[src/rtl/cmul_sched.sv]
// cmul_sched: round-robin scheduler in front of one shared iterative complex
// multiplier. Requesters hand over operand pairs on valid/ready, one job at a
// time is launched with a single-cycle mul_en strobe, the product is captured
// LAT cycles later and returned on a valid/ready response channel tagged with
// the originating requester index.
//
// Ports
//   clk, rst                 clock, asynchronous active-high reset
//   req_valid/req_ready      per-requester handshake (ready is one-hot or zero)
//   req_{a,b}_{r,i}          packed operands, requester k at [k*W +: W]
//   mul_en                   start strobe to the shared multiplier
//   mul_{a,b}_{r,i}          registered operands, stable while busy
//   mul_o_{r,i}              multiplier result (2W+1 bits, signed)
//   rsp_valid/rsp_ready      response handshake
//   rsp_id, rsp_r, rsp_i     requester index and product of the response
//   busy                     high while a job is in the multiplier
//
// state | meaning
// ------+-------------------------------------------------------------
// IDLE  | arbitrating; may grant when the response slot can take a result
// BUSY  | job in flight, counting LAT cycles until the product is final
module cmul_sched #(
  parameter int NREQ = 4,
  parameter int W    = 8,
  parameter int LAT  = 4,
  parameter int IDW  = $clog2(NREQ)
) (
  input  logic                   clk,
  input  logic                   rst,
  input  logic [NREQ-1:0]        req_valid,
  output logic [NREQ-1:0]        req_ready,
  input  logic [NREQ*W-1:0]      req_a_r,
  input  logic [NREQ*W-1:0]      req_a_i,
  input  logic [NREQ*W-1:0]      req_b_r,
  input  logic [NREQ*W-1:0]      req_b_i,
  output logic                   mul_en,
  output logic signed [W-1:0]    mul_a_r,
  output logic signed [W-1:0]    mul_a_i,
  output logic signed [W-1:0]    mul_b_r,
  output logic signed [W-1:0]    mul_b_i,
  input  logic signed [2*W:0]    mul_o_r,
  input  logic signed [2*W:0]    mul_o_i,
  output logic                   rsp_valid,
  input  logic                   rsp_ready,
  output logic [IDW-1:0]         rsp_id,
  output logic signed [2*W:0]    rsp_r,
  output logic signed [2*W:0]    rsp_i,
  output logic                   busy
);

  localparam int CNTW = $clog2(LAT + 1);

  typedef enum logic [0:0] {IDLE, BUSY} state_t;

  state_t          state_q, state_d;
  logic [IDW-1:0]  ptr_q;
  logic [IDW-1:0]  gid_q;
  logic [IDW-1:0]  gnt;
  logic [IDW-1:0]  ptr_nxt;
  logic [CNTW-1:0] cnt_q;
  logic            found;
  logic            can_acc;
  logic            accept;
  logic            capture;

  // A new job may only start if its result will have somewhere to go.
  assign can_acc = !rsp_valid || rsp_ready;
  assign capture = (state_q == BUSY) && (cnt_q == CNTW'(LAT));
  assign busy    = (state_q == BUSY);

  // Round-robin search starting at ptr_q.
  always_comb begin
    int idx;
    idx   = 0;
    found = 1'b0;
    gnt   = '0;
    for (int off = 0; off < NREQ; off++) begin
      idx = (int'(ptr_q) + off) % NREQ;
      if (!found && req_valid[IDW'(idx)]) begin
        found = 1'b1;
        gnt   = IDW'(idx);
      end
    end
  end

  assign ptr_nxt = (int'(gnt) == NREQ - 1) ? '0 : gnt + IDW'(1);

  // Gated by rst so ready reads as zero throughout reset.
  always_comb begin
    req_ready = '0;
    if (!rst && (state_q == IDLE) && can_acc && found)
      req_ready[gnt] = 1'b1;
  end

  assign accept = |(req_valid & req_ready);

  always_ff @(posedge clk or posedge rst) begin
    if (rst) state_q <= IDLE;
    else     state_q <= state_d;
  end

  always_comb begin
    state_d = state_q;
    case (state_q)
      IDLE:    if (accept)  state_d = BUSY;
      BUSY:    if (capture) state_d = IDLE;
      default: state_d = IDLE;
    endcase
  end

  always_ff @(posedge clk or posedge rst) begin
    if (rst) begin
      ptr_q   <= '0;
      gid_q   <= '0;
      cnt_q   <= '0;
      mul_en  <= 1'b0;
      mul_a_r <= '0;
      mul_a_i <= '0;
      mul_b_r <= '0;
      mul_b_i <= '0;
    end else begin
      mul_en <= accept;
      if (accept) begin
        mul_a_r <= req_a_r[int'(gnt)*W +: W];
        mul_a_i <= req_a_i[int'(gnt)*W +: W];
        mul_b_r <= req_b_r[int'(gnt)*W +: W];
        mul_b_i <= req_b_i[int'(gnt)*W +: W];
        gid_q   <= gnt;
        ptr_q   <= ptr_nxt;
        cnt_q   <= '0;
      end else if ((state_q == BUSY) && !capture) begin
        cnt_q <= cnt_q + CNTW'(1);
      end
    end
  end

  // A capture on the same edge as a consume wins; no capture can occur while
  // an unconsumed response is pending because grant requires can_acc.
  always_ff @(posedge clk or posedge rst) begin
    if (rst) begin
      rsp_valid <= 1'b0;
      rsp_id    <= '0;
      rsp_r     <= '0;
      rsp_i     <= '0;
    end else if (capture) begin
      rsp_valid <= 1'b1;
      rsp_id    <= gid_q;
      rsp_r     <= mul_o_r;
      rsp_i     <= mul_o_i;
    end else if (rsp_ready) begin
      rsp_valid <= 1'b0;
    end
  end

endmodule

[config.mk]
export PLATFORM = sky130hd
export DESIGN_NAME = cmul_sched
export DESIGN_NICKNAME = d
export VERILOG_FILES = /design/src/rtl/cmul_sched.sv
export SDC_FILE = /design/constraint.sdc
export NUM_CORES = 1
export LEC_CHECK = 0
export ABC_AREA = 1
export BUFFER_PORTS_ARGS = -buffer_cell sky130_fd_sc_hd__buf_2
export CORE_MARGIN = 10
export CORE_UTILIZATION = 30
export DETAILED_ROUTE_END_ITERATION = 10
export PLACE_DENSITY = 0.54
export RECOVER_POWER = 25
export SKIP_CTS_REPAIR_TIMING = 1
export SLEW_MARGIN = 20
export SYNTH_ARGS = -nofsm -noshare
export SYNTH_HDL_FRONTEND = slang
export SYNTH_SLANG_ARGS = --single-unit
[constraint.sdc]
create_clock -name clk -period 3.1 [get_ports clk]
set_input_delay 0.465 -clock clk [delete_from_list [all_inputs] [get_ports clk]]
set_output_delay 0.465 -clock clk [all_outputs]
set_load 0.005 [all_outputs]
==> results of run 1 <==
[power groups by stage]
stage	logic, mW	registers, mW	clock network, mW
6_report	4.80	1.79	1.08
5_1_grt	5.51	1.86	1.17
4_1_cts	4.87	1.79	1.13
3_5_place_dp	4.86	1.80	0
3_3_place_gp	4.87	1.79	0
2_1_floorplan	3.42	1.81	0
[cell type report]
type,count,area [um^2],area share [%]
Sequential cell,78,1950,29.1
Inverter,83,313,4.67
Timing Repair Buffer,261,1360,20.3
Multi-Input combinational cell,479,2490,37.1
Tap cell,220,275,4.11
Clock buffer,9,225,3.36
Clock inverter,7,82.6,1.23
Antenna cell,1,2.50,0.0373
[registers in the layout, summed over array words and instances, names as in the netlist, 2 cells and up]
signal and count:
rsp_r 17, mul_a_i 8, cnt_q 3, mul_b_r 8, rsp_id 2, rsp_i 17, mul_b_i 8, mul_a_r 8
ptr_q 2, gid_q 2
[synthesized netlist by cell type]
cell type	count	share of area [%]
nand2_1	274	20
nand4_1	101	12
dfrtp_1	78	38
inv_1	78	5.8
nand3_1	41	4.0
mux2_2	36	8.0
buf_2	28	2.8
buf_4	17	2.5
buf_6	5	1.1
clkbuf_1	5	0.37
inv_2	5	0.37
nor2_1	4	0.30
ha_1	3	0.74
nand2_2	3	0.37
nand3_2	3	0.59
nor3_1	3	0.30
a21oi_1	2	0.20
nor2_2	2	0.25
o21ai_0	2	0.20
a21oi_2	1	0.17
nand2_4	1	0.22
nand3b_1	1	0.15
nor2_4	1	0.22
or2_2	1	0.12
[kinds of logic (layout without fill, tap and decap cells)]
logic type      after synthesis  count (layout)  share of synthesized area, %
simple gates                435             435                          39.3
buf+inv                     138             360                          12.9
flops                        78              78                          38.5
mux                          36              36                          7.99
compound gates                5               5                         0.568
fa+ha+maj                     3               3                         0.740
other cells                   0               1                             0
[metrics by stage]
step | instances | hold slack, ps | setup WS (ps)
finish | 1138 | 323 | 256
global route | 1137 | 337 | 39.0
detailed placement | 1121 | 489 | 460
CTS | 1137 | 263 | 138
floorplan | 695 | 481 | 640
global placement | 1121 | 481 | 451
[critical path, stage by stage (launching register included)]
cell     delay [ps]
dfrtp_2         490
inv_2           170
nand2_1          70
nand2_1         100
nand2_1          60
nand2_1          60
nand2_1          80
nand3_2         110
buf_4           410
a21oi_2         130
nand2_2         180
inv_1            60
buf_2           140
[worst paths after layout]
check | to | depth (start not counted) | startpoint
worst min-delay path | rsp_valid | 2 | rsp_ready
worst min register to register | rsp_r[14] | 1 | rsp_r[14]
min in group asynchronous | rsp_i[12] | 2 | rst
worst max-delay path | req_ready[2] | 12 | ptr_q[0]
worst max register to register | mul_a_r[6] | 15 | ptr_q[0]
max in group asynchronous | rsp_r[3] | 3 | rst
[layer usage]
metal	up-vias	wire length [um]
li1	2697	-
met1	2501	8400
met2	203	8540
met3	10	1830
met4	2	110
met5	-	13
==> impl_metrics.env, run 1 <==
export IMPL_drt_first_pass_iters=4
export IMPL_cp_required_ps=2630
export IMPL_worst_r2r_setup_slack_ps=520
export IMPL_route_detailed_drc=0
export IMPL_final_common_cell="nand2_1"
export IMPL_grt_pass1_vias=5546
export IMPL_clock_latency_ps=330
export IMPL_overflow=0
export IMPL_fp_dieH_um=150
export IMPL_worst_slew_pin_slew_ps=1880
export IMPL_fin_crit_sh_pct=91.8
export IMPL_drt_iter0_drc=221
export IMPL_grt_max_degree=56
export IMPL_dieArea_um2=22500
export IMPL_gr_usage_met3_pct=6.01
export IMPL_slew_headroom_pct=-25.9
export IMPL_layout_nets=1084
export IMPL_grt_usage_pct=16.2
export IMPL_min_period_ps=2840
export IMPL_grt_use_met1_pct=20.7
export IMPL_fin_worst_skew_ps=7.04
export IMPL_ctsRootBufferMaster="clkbuf_16"
export IMPL_finalSetupTns_ps=0
export IMPL_syn_area_um2=5070
export IMPL_power_total_mw=7.68
export IMPL_status="finished, violations left"
export IMPL_core_area_um2=16600
export IMPL_intPower_mw=3.93
export IMPL_end_kind="output port"
export IMPL_syn2layout_area_growth_pct=32.2
export IMPL_vias=5413
export IMPL_crit_fanout=34
export IMPL_drive_above_1_share_pct=36.5
export IMPL_post_drt_via_cell_ratio=4.76
export IMPL_top_level_ports=244
export IMPL_htree_levels=3
export IMPL_cts_tree="yes"
export IMPL_syn_nets=867
export IMPL_ys_warn_count=0
export IMPL_min_delay_path_class="in -> reg"
export IMPL_fin_area_um2=6700
export IMPL_drv_slew=41
export IMPL_hold_viol_final=0
export IMPL_pwr_share_comb_pct=62.6
export IMPL_switchingPower_mw=3.75
export IMPL_p_leak_nw=3.94
export IMPL_yosysSeqAreaShare_pct=38.5
export IMPL_max_freq_mhz=352
export IMPL_gp_congestion=0.805
export IMPL_avgSynthCellArea_um2=7.30
export IMPL_violations="capacitance limit, slew limit"
export IMPL_grt_pass1_wl_mm=29.6
export IMPL_wirelength_mm=18.9
export IMPL_synth_cells=695
export IMPL_grt_antenna_before_repair=1
export IMPL_rows=47
export IMPL_arrival_ps=2380
export IMPL_clk_path_buf_depth=2
export IMPL_rsz0062_at_grt="false"
export IMPL_port_buffers=243
export IMPL_place_area_um2=6390
export IMPL_worstSetupStartpointType="flop"
export IMPL_dpl_hpwl_mm=13.9
export IMPL_utilization_pct=40.4
export IMPL_cts_buffers=9
export IMPL_sw_frac_of_total_pct=48.8
export IMPL_busiest_layer="met2"
export IMPL_nFillCells=1807
export IMPL_start_util_pct=30.6
export IMPL_power_frac_clock_pct=14.1
export IMPL_wl_per_cell_um=16.6
export IMPL_cts_clk_slew_worst_paths_ps=60
export IMPL_peakVddDrop_mv=0.412
export IMPL_final_cell_mix="271 x nand2_1, 242 x buf_2, 101 x nand4_1"
export IMPL_setup_viol=0
export IMPL_ant_nets=0
export IMPL_grtUsageMet2_pct=25.7
export IMPL_clock_sinks=78
export IMPL_die_width_um=150
export IMPL_ys_ff_latch=78
export IMPL_power_density_nw_per_um2=1150
export IMPL_synth_cell_types=24
export IMPL_critPathKind="reg -> out"
export IMPL_seqPwrFrac_pct=23.3
export IMPL_cap_violations=1
No activity file was read; power rests on OpenSTA's default activity.
==> inputs of run 2 (changes only) <==
--- a/config.mk
+++ b/config.mk
@@ -9,8 +9,10 @@
 export BUFFER_PORTS_ARGS = -buffer_cell sky130_fd_sc_hd__buf_2
 export CORE_MARGIN = 10
 export CORE_UTILIZATION = 30
+export CTS_CLUSTER_DIAMETER = 50
 export DETAILED_ROUTE_END_ITERATION = 10
-export PLACE_DENSITY = 0.54
+export MAX_ROUTING_LAYER = met4
+export PLACE_DENSITY = 0.61
 export RECOVER_POWER = 25
 export SKIP_CTS_REPAIR_TIMING = 1
 export SLEW_MARGIN = 20
==> run 2 against run 1 <==
Effect of this change: the flow still finishes with violations (capacitance limit, slew limit); critical path depth decreased by 2; cell count increased by 0.18%; wire length decreased by 1.5%; design area increased by 0.34%; setup slack improved by 8.6 ps; hold slack about the same; clock skew decreased by 2.2 ps; via count decreased by 1.0%; critical path type unchanged; critical endpoint is now req_ready[1]; highest routed layer is now met4.
==> impl_metrics.env, run 2 (synthesis gave the netlist of run 1 again) <==
export IMPL_status="finished, violations left"
export IMPL_violations="capacitance limit, slew limit"
export IMPL_utilization_pct=40.6
export IMPL_fin_crit_sh_pct=91.5
export IMPL_cts_tree="yes"
export IMPL_min_from="rsp_ready"
export IMPL_arrival_ps=2370
export IMPL_grt_antenna_before_repair=2
export IMPL_worst_slew_pin_slew_ps=2210
export IMPL_grt_pass1_wl_mm=29.2
export IMPL_drv_slew=46
export IMPL_finalSetupTns_ps=0
export IMPL_vias=5359
export IMPL_grt_usage_pct=16.6
export IMPL_cts_clk_slew_worst_paths_ps=60
export IMPL_drive_above_1_share_pct=36.6
export IMPL_drt_iter0_drc=210
export IMPL_cts_buffers=9
export IMPL_place_area_um2=6390
export IMPL_cp_required_ps=2630
export IMPL_core_area_um2=16600
export IMPL_power_density_nw_per_um2=1150
export IMPL_htree_levels=3
export IMPL_fin_area_um2=6730
export IMPL_grt_pass1_vias=5467
export IMPL_fp_dieH_um=150
export IMPL_hold_viol_final=0
export IMPL_setup_viol=0
export IMPL_post_drt_via_cell_ratio=4.70
export IMPL_route_detailed_drc=0
export IMPL_port_buffers=243
export IMPL_start_util_pct=30.6
export IMPL_syn2layout_area_growth_pct=32.6
export IMPL_dpl_hpwl_mm=13.8
export IMPL_max_freq_mhz=353
export IMPL_rows=47
export IMPL_gp_congestion=0.876
export IMPL_power_total_mw=7.72
export IMPL_reg_top3="rsp_i (17), rsp_r (17)"
export IMPL_overflow=0
export IMPL_cap_violations=1
export IMPL_ctsRootBufferMaster="clkbuf_16"
export IMPL_clock_sinks=78
export IMPL_r2r_start="ptr_q[0]"
export IMPL_p_leak_nw=3.96
export IMPL_slew_headroom_pct=-48.1
export IMPL_min_period_ps=2840
export IMPL_startpoint="ptr_q[0]"
export IMPL_peakVddDrop_mv=0.513
export IMPL_final_common_cell="nand2_1"
export IMPL_crit_fanout=27
export IMPL_end_kind="output port"
export IMPL_min_path_cells=2
export IMPL_min_delay_path_class="in -> reg"
export IMPL_grt_max_degree=65
export IMPL_layout_nets=1084
export IMPL_top_level_ports=244
export IMPL_final_cell_mix="271 x nand2_1, 242 x buf_2, 101 x nand4_1"
export IMPL_dieArea_um2=22500
export IMPL_reg2regPathDepth=15
export IMPL_drt_first_pass_iters=6
export IMPL_worstSetupStartpointType="flop"
export IMPL_clk_path_buf_depth=2
export IMPL_wl_per_cell_um=16.3
export IMPL_rsz0062_at_grt="false"
export IMPL_die_width_um=150
export IMPL_clock_latency_ps=330
export IMPL_fin_cells=1140
export IMPL_placed_cells=1121
export IMPL_wirelength_mm=18.6
export IMPL_ant_nets=0
export IMPL_critPathKind="reg -> out"
export IMPL_fin_worst_skew_ps=4.88
-- run 2: area by class of cell --
type / instances / area (um^2)
clock buffer: 12 / 267
clock inverter: 4 / 77.6
sequential: 78 / 1950
tap: 220 / 275
antenna: 3 / 7.51
multi-input combinational: 479 / 2490
inverter: 83 / 313
fill: 1791 / 9860
timing repair buffer: 261 / 1350
-- run 2: worst paths after layout --
check,to,slack (ps)
max,req_ready[1],260
min,rsp_valid,320
max reg2reg,mul_b_i[4],540
min reg2reg,rsp_i[10],500
max in group asynchronous,rsp_r[1],800
min in group asynchronous,busy,720
-- run 2: metal layers --
metal,global-route usage (%),part of all wire [%]
met1,20.9,46
met2,25.8,45
met3,4.53,8.3
met4,4.62,1.4
met5,-,0
-- run 2: metrics by stage --
stage	setup slack (ps)	hold WS (ps)
after floorplan	640	481
after global placement	423	481
after detailed placement	487	488
after CTS	107	307
after global routing	23.9	323
final	264	323
-- run 2: report_power, final --
group | switching, mW | internal, mW | leakage [nW] | total [mW]
logic | 2.99 | 1.73 | 2.84 | 4.73
clock network | 0.427 | 0.774 | 0.169 | 1.20
registers | 0.268 | 1.52 | 0.953 | 1.79
-- run 2: critical path, stage by stage, from the launching register on --
cell	delay [ps]
dfrtp_1	540
inv_2	150
nand2_1	110
nand3_1	70
nand2_1	130
inv_1	80
nand3_2	150
nand3_2	140
buf_4	260
nor3_2	250
buf_2	170
==> inputs of run 3 (changes only) <==
==> constraint.sdc (replaced) <==
create_clock -name clk -period 2.83 [get_ports clk]
set_input_delay 0.4245 -clock clk [delete_from_list [all_inputs] [get_ports clk]]
set_output_delay 0.4245 -clock clk [all_outputs]
set_load 0.005 [all_outputs]
==> run 3 against run 2 <==
Effect of this change: the flow still finishes with violations (capacitance limit, slew limit); cell count up 0.26%; global-route usage down 0.36 points; first-iteration DRC count up 32%; sequential share of layout area down 0.31 points; design area up 1.2%; non-clock buffer count up 3; clock skew up 2.3 ps; hold slack worse by 24 ps; critical path type unchanged; highest routed layer unchanged.
==> impl_metrics.env, run 3 (synthesis gave the netlist of run 1 again) <==
export IMPL_status="finished, violations left"
export IMPL_violations="capacitance limit, slew limit"
export IMPL_r2r_start="ptr_q[0]"
export IMPL_final_common_cell="nand2_1"
export IMPL_finalSetupTns_ps=0
export IMPL_dieArea_um2=22500
export IMPL_cts_tree="yes"
export IMPL_clk_path_buf_depth=2
export IMPL_sw_frac_of_total_pct=47.2
export IMPL_min_path_cells=2
export IMPL_crit_slowest_cell="dfrtp_2"
export IMPL_wirelength_mm=18.4
export IMPL_utilization_pct=41.0
export IMPL_max_freq_mhz=378
export IMPL_pwr_share_comb_pct=62.1
export IMPL_fp_dieH_um=150
export IMPL_port_buffers=243
export IMPL_worstSetupStartpointType="flop"
export IMPL_intPower_mw=4.58
export IMPL_syn2layout_area_growth_pct=34.2
export IMPL_gp_congestion=0.876
export IMPL_core_area_um2=16600
export IMPL_crit_fanout=24
export IMPL_grt_usage_pct=16.3
export IMPL_slew_headroom_pct=-2.20
export IMPL_reg2reg_to="mul_b_i[5]"
export IMPL_top_level_ports=244
export IMPL_min_period_ps=2650
export IMPL_critPathBufInv=4
export IMPL_ctsRootBufferMaster="clkbuf_16"
export IMPL_holdWs_ps=299
export IMPL_clock_sinks=78
export IMPL_layout_nets=1087
export IMPL_worst_r2r_setup_slack_ps=490
export IMPL_peakVddDrop_mv=0.592
export IMPL_reg_top3="rsp_i (17), rsp_r (17)"
export IMPL_reg2regPathDepth=16
export IMPL_vias=5318
export IMPL_final_setup_worst_slack_ps=183
export IMPL_cts_clk_slew_worst_paths_ps=60
export IMPL_drv_slew=38
export IMPL_drt_iter0_drc=278
export IMPL_path_delay_family="simple AND/OR/NAND/NOR gates"
export IMPL_clock_latency_ps=330
export IMPL_multi_input_area_um2=2500
export IMPL_grt_antenna_before_repair=3
export IMPL_drt_first_pass_iters=4
export IMPL_nFillCells=1734
export IMPL_ant_nets=0
export IMPL_wl_per_cell_um=16.1
export IMPL_rsz0062_at_grt="false"
export IMPL_cp_slowest_stage_delay_ps=460
export IMPL_hold_viol_final=0
export IMPL_route_detailed_drc=0
export IMPL_dpl_hpwl_mm=13.8
export IMPL_switchingPower_mw=4.10
export IMPL_final_cell_mix="271 x nand2_1, 242 x buf_2, 101 x nand4_1"
export IMPL_die_width_um=150
export IMPL_min_from="rsp_ready"
export IMPL_dp_slack_ps=243
export IMPL_drive_above_1_share_pct=37.0
export IMPL_hold_end="rsp_valid"
export IMPL_grt_pass1_wl_mm=28.3
export IMPL_arrival_ps=2220
export IMPL_path_common_cell="nand2_1"
export IMPL_critPathKind="reg -> out"
export IMPL_post_drt_via_cell_ratio=4.65
export IMPL_rows=47
export IMPL_fin_worst_skew_ps=7.18
export IMPL_htree_levels=3
export IMPL_seqCellArea_um2=1950
export IMPL_seqPwrFrac_pct=22.4
export IMPL_worst_slew_pin_slew_ps=1520
export IMPL_power_frac_clock_pct=15.5
export IMPL_end_kind="output port"
export IMPL_fin_crit_sh_pct=93.5
export IMPL_grt_max_degree=65
export IMPL_cp_required_ps=2410
export IMPL_setup_viol=0
export IMPL_cap_violations=1
export IMPL_power_density_nw_per_um2=1280
export IMPL_p_leak_nw=3.99
export IMPL_start_util_pct=30.6
export IMPL_min_delay_path_class="in -> reg"
export IMPL_grt_pass1_vias=5370
export IMPL_cts_buffers=9
export IMPL_overflow=0
export IMPL_worstPathCellList="inv_2 -> nand2_1 -> nand3_1 -> nand2_1 -> nand2_1 -> nand2_1 -> nand2_2 -> buf_6 -> a21oi_2 -> nand2_2 -> inv_1 -> buf_2"
run 3: per-layer routing:
| layer | vias up | track usage (%) | share of wire, % |
|---|---|---|---|
| li1 | 2706 | - | - |
| met1 | 2387 | 19.7 | 45 |
| met2 | 213 | 25.7 | 45 |
| met3 | 12 | 4.89 | 8.6 |
| met4 | 0 | 4.62 | 1.2 |
| met5 | - | - | 0 |
run 3: metrics by stage:
step	cells	power [mW]	area [um^2]
floorplan	695	5.72	5070
global placement	1122	7.33	6420
detailed placement	1122	7.35	6420
CTS	1137	8.74	6760
global route	1142	9.56	6800
finish	1143	8.68	6800
run 3: power groups by stage:
| stage | combinational, mW | clock, mW | sequential [mW] |
|---|---|---|---|
| after floorplan | 3.74 | 0 | 1.98 |
| after global placement | 5.38 | 0 | 1.95 |
| after detailed placement | 5.39 | 0 | 1.97 |
| after CTS | 5.40 | 1.38 | 1.96 |
| after global routing | 6.11 | 1.43 | 2.03 |
| final | 5.39 | 1.34 | 1.95 |
run 3: how the worst max path moves through the flow:
stage,from,end,cells past startpoint
2_1_floorplan,rst,busy,1
3_3_place_gp,ptr_q[0],req_ready[1],11
3_5_place_dp,ptr_q[0],req_ready[1],10
4_1_cts,ptr_q[0],req_ready[1],10
5_1_grt,ptr_q[0],req_ready[3],13
6_report,ptr_q[0],req_ready[2],12
run 3: cell type report:
cell class                      count  share of cell area, %
Inverter                           83                   4.60
Clock inverter                      5                   1.56
Tap cell                          220                   4.05
Multi-Input combinational cell    479                   36.7
Timing Repair Buffer              264                   20.7
Antenna cell                        4                  0.147
Sequential cell                    78                   28.7
Clock buffer                       10                   3.51
run 3: worst reg2reg max path, cell delays in order (launching register included):
cell,delay (ps)
dfrtp_2,460
inv_2,150
nand2_1,100
nand3_1,100
nand2_2,90
nor2_4,130
nand3_2,150
nand3_2,160
inv_2,70
ha_1,170
inv_1,80
nor2_2,50
nand2_2,70
nand3_2,100
buf_12,210
nand2_1,90
nand2_1,50
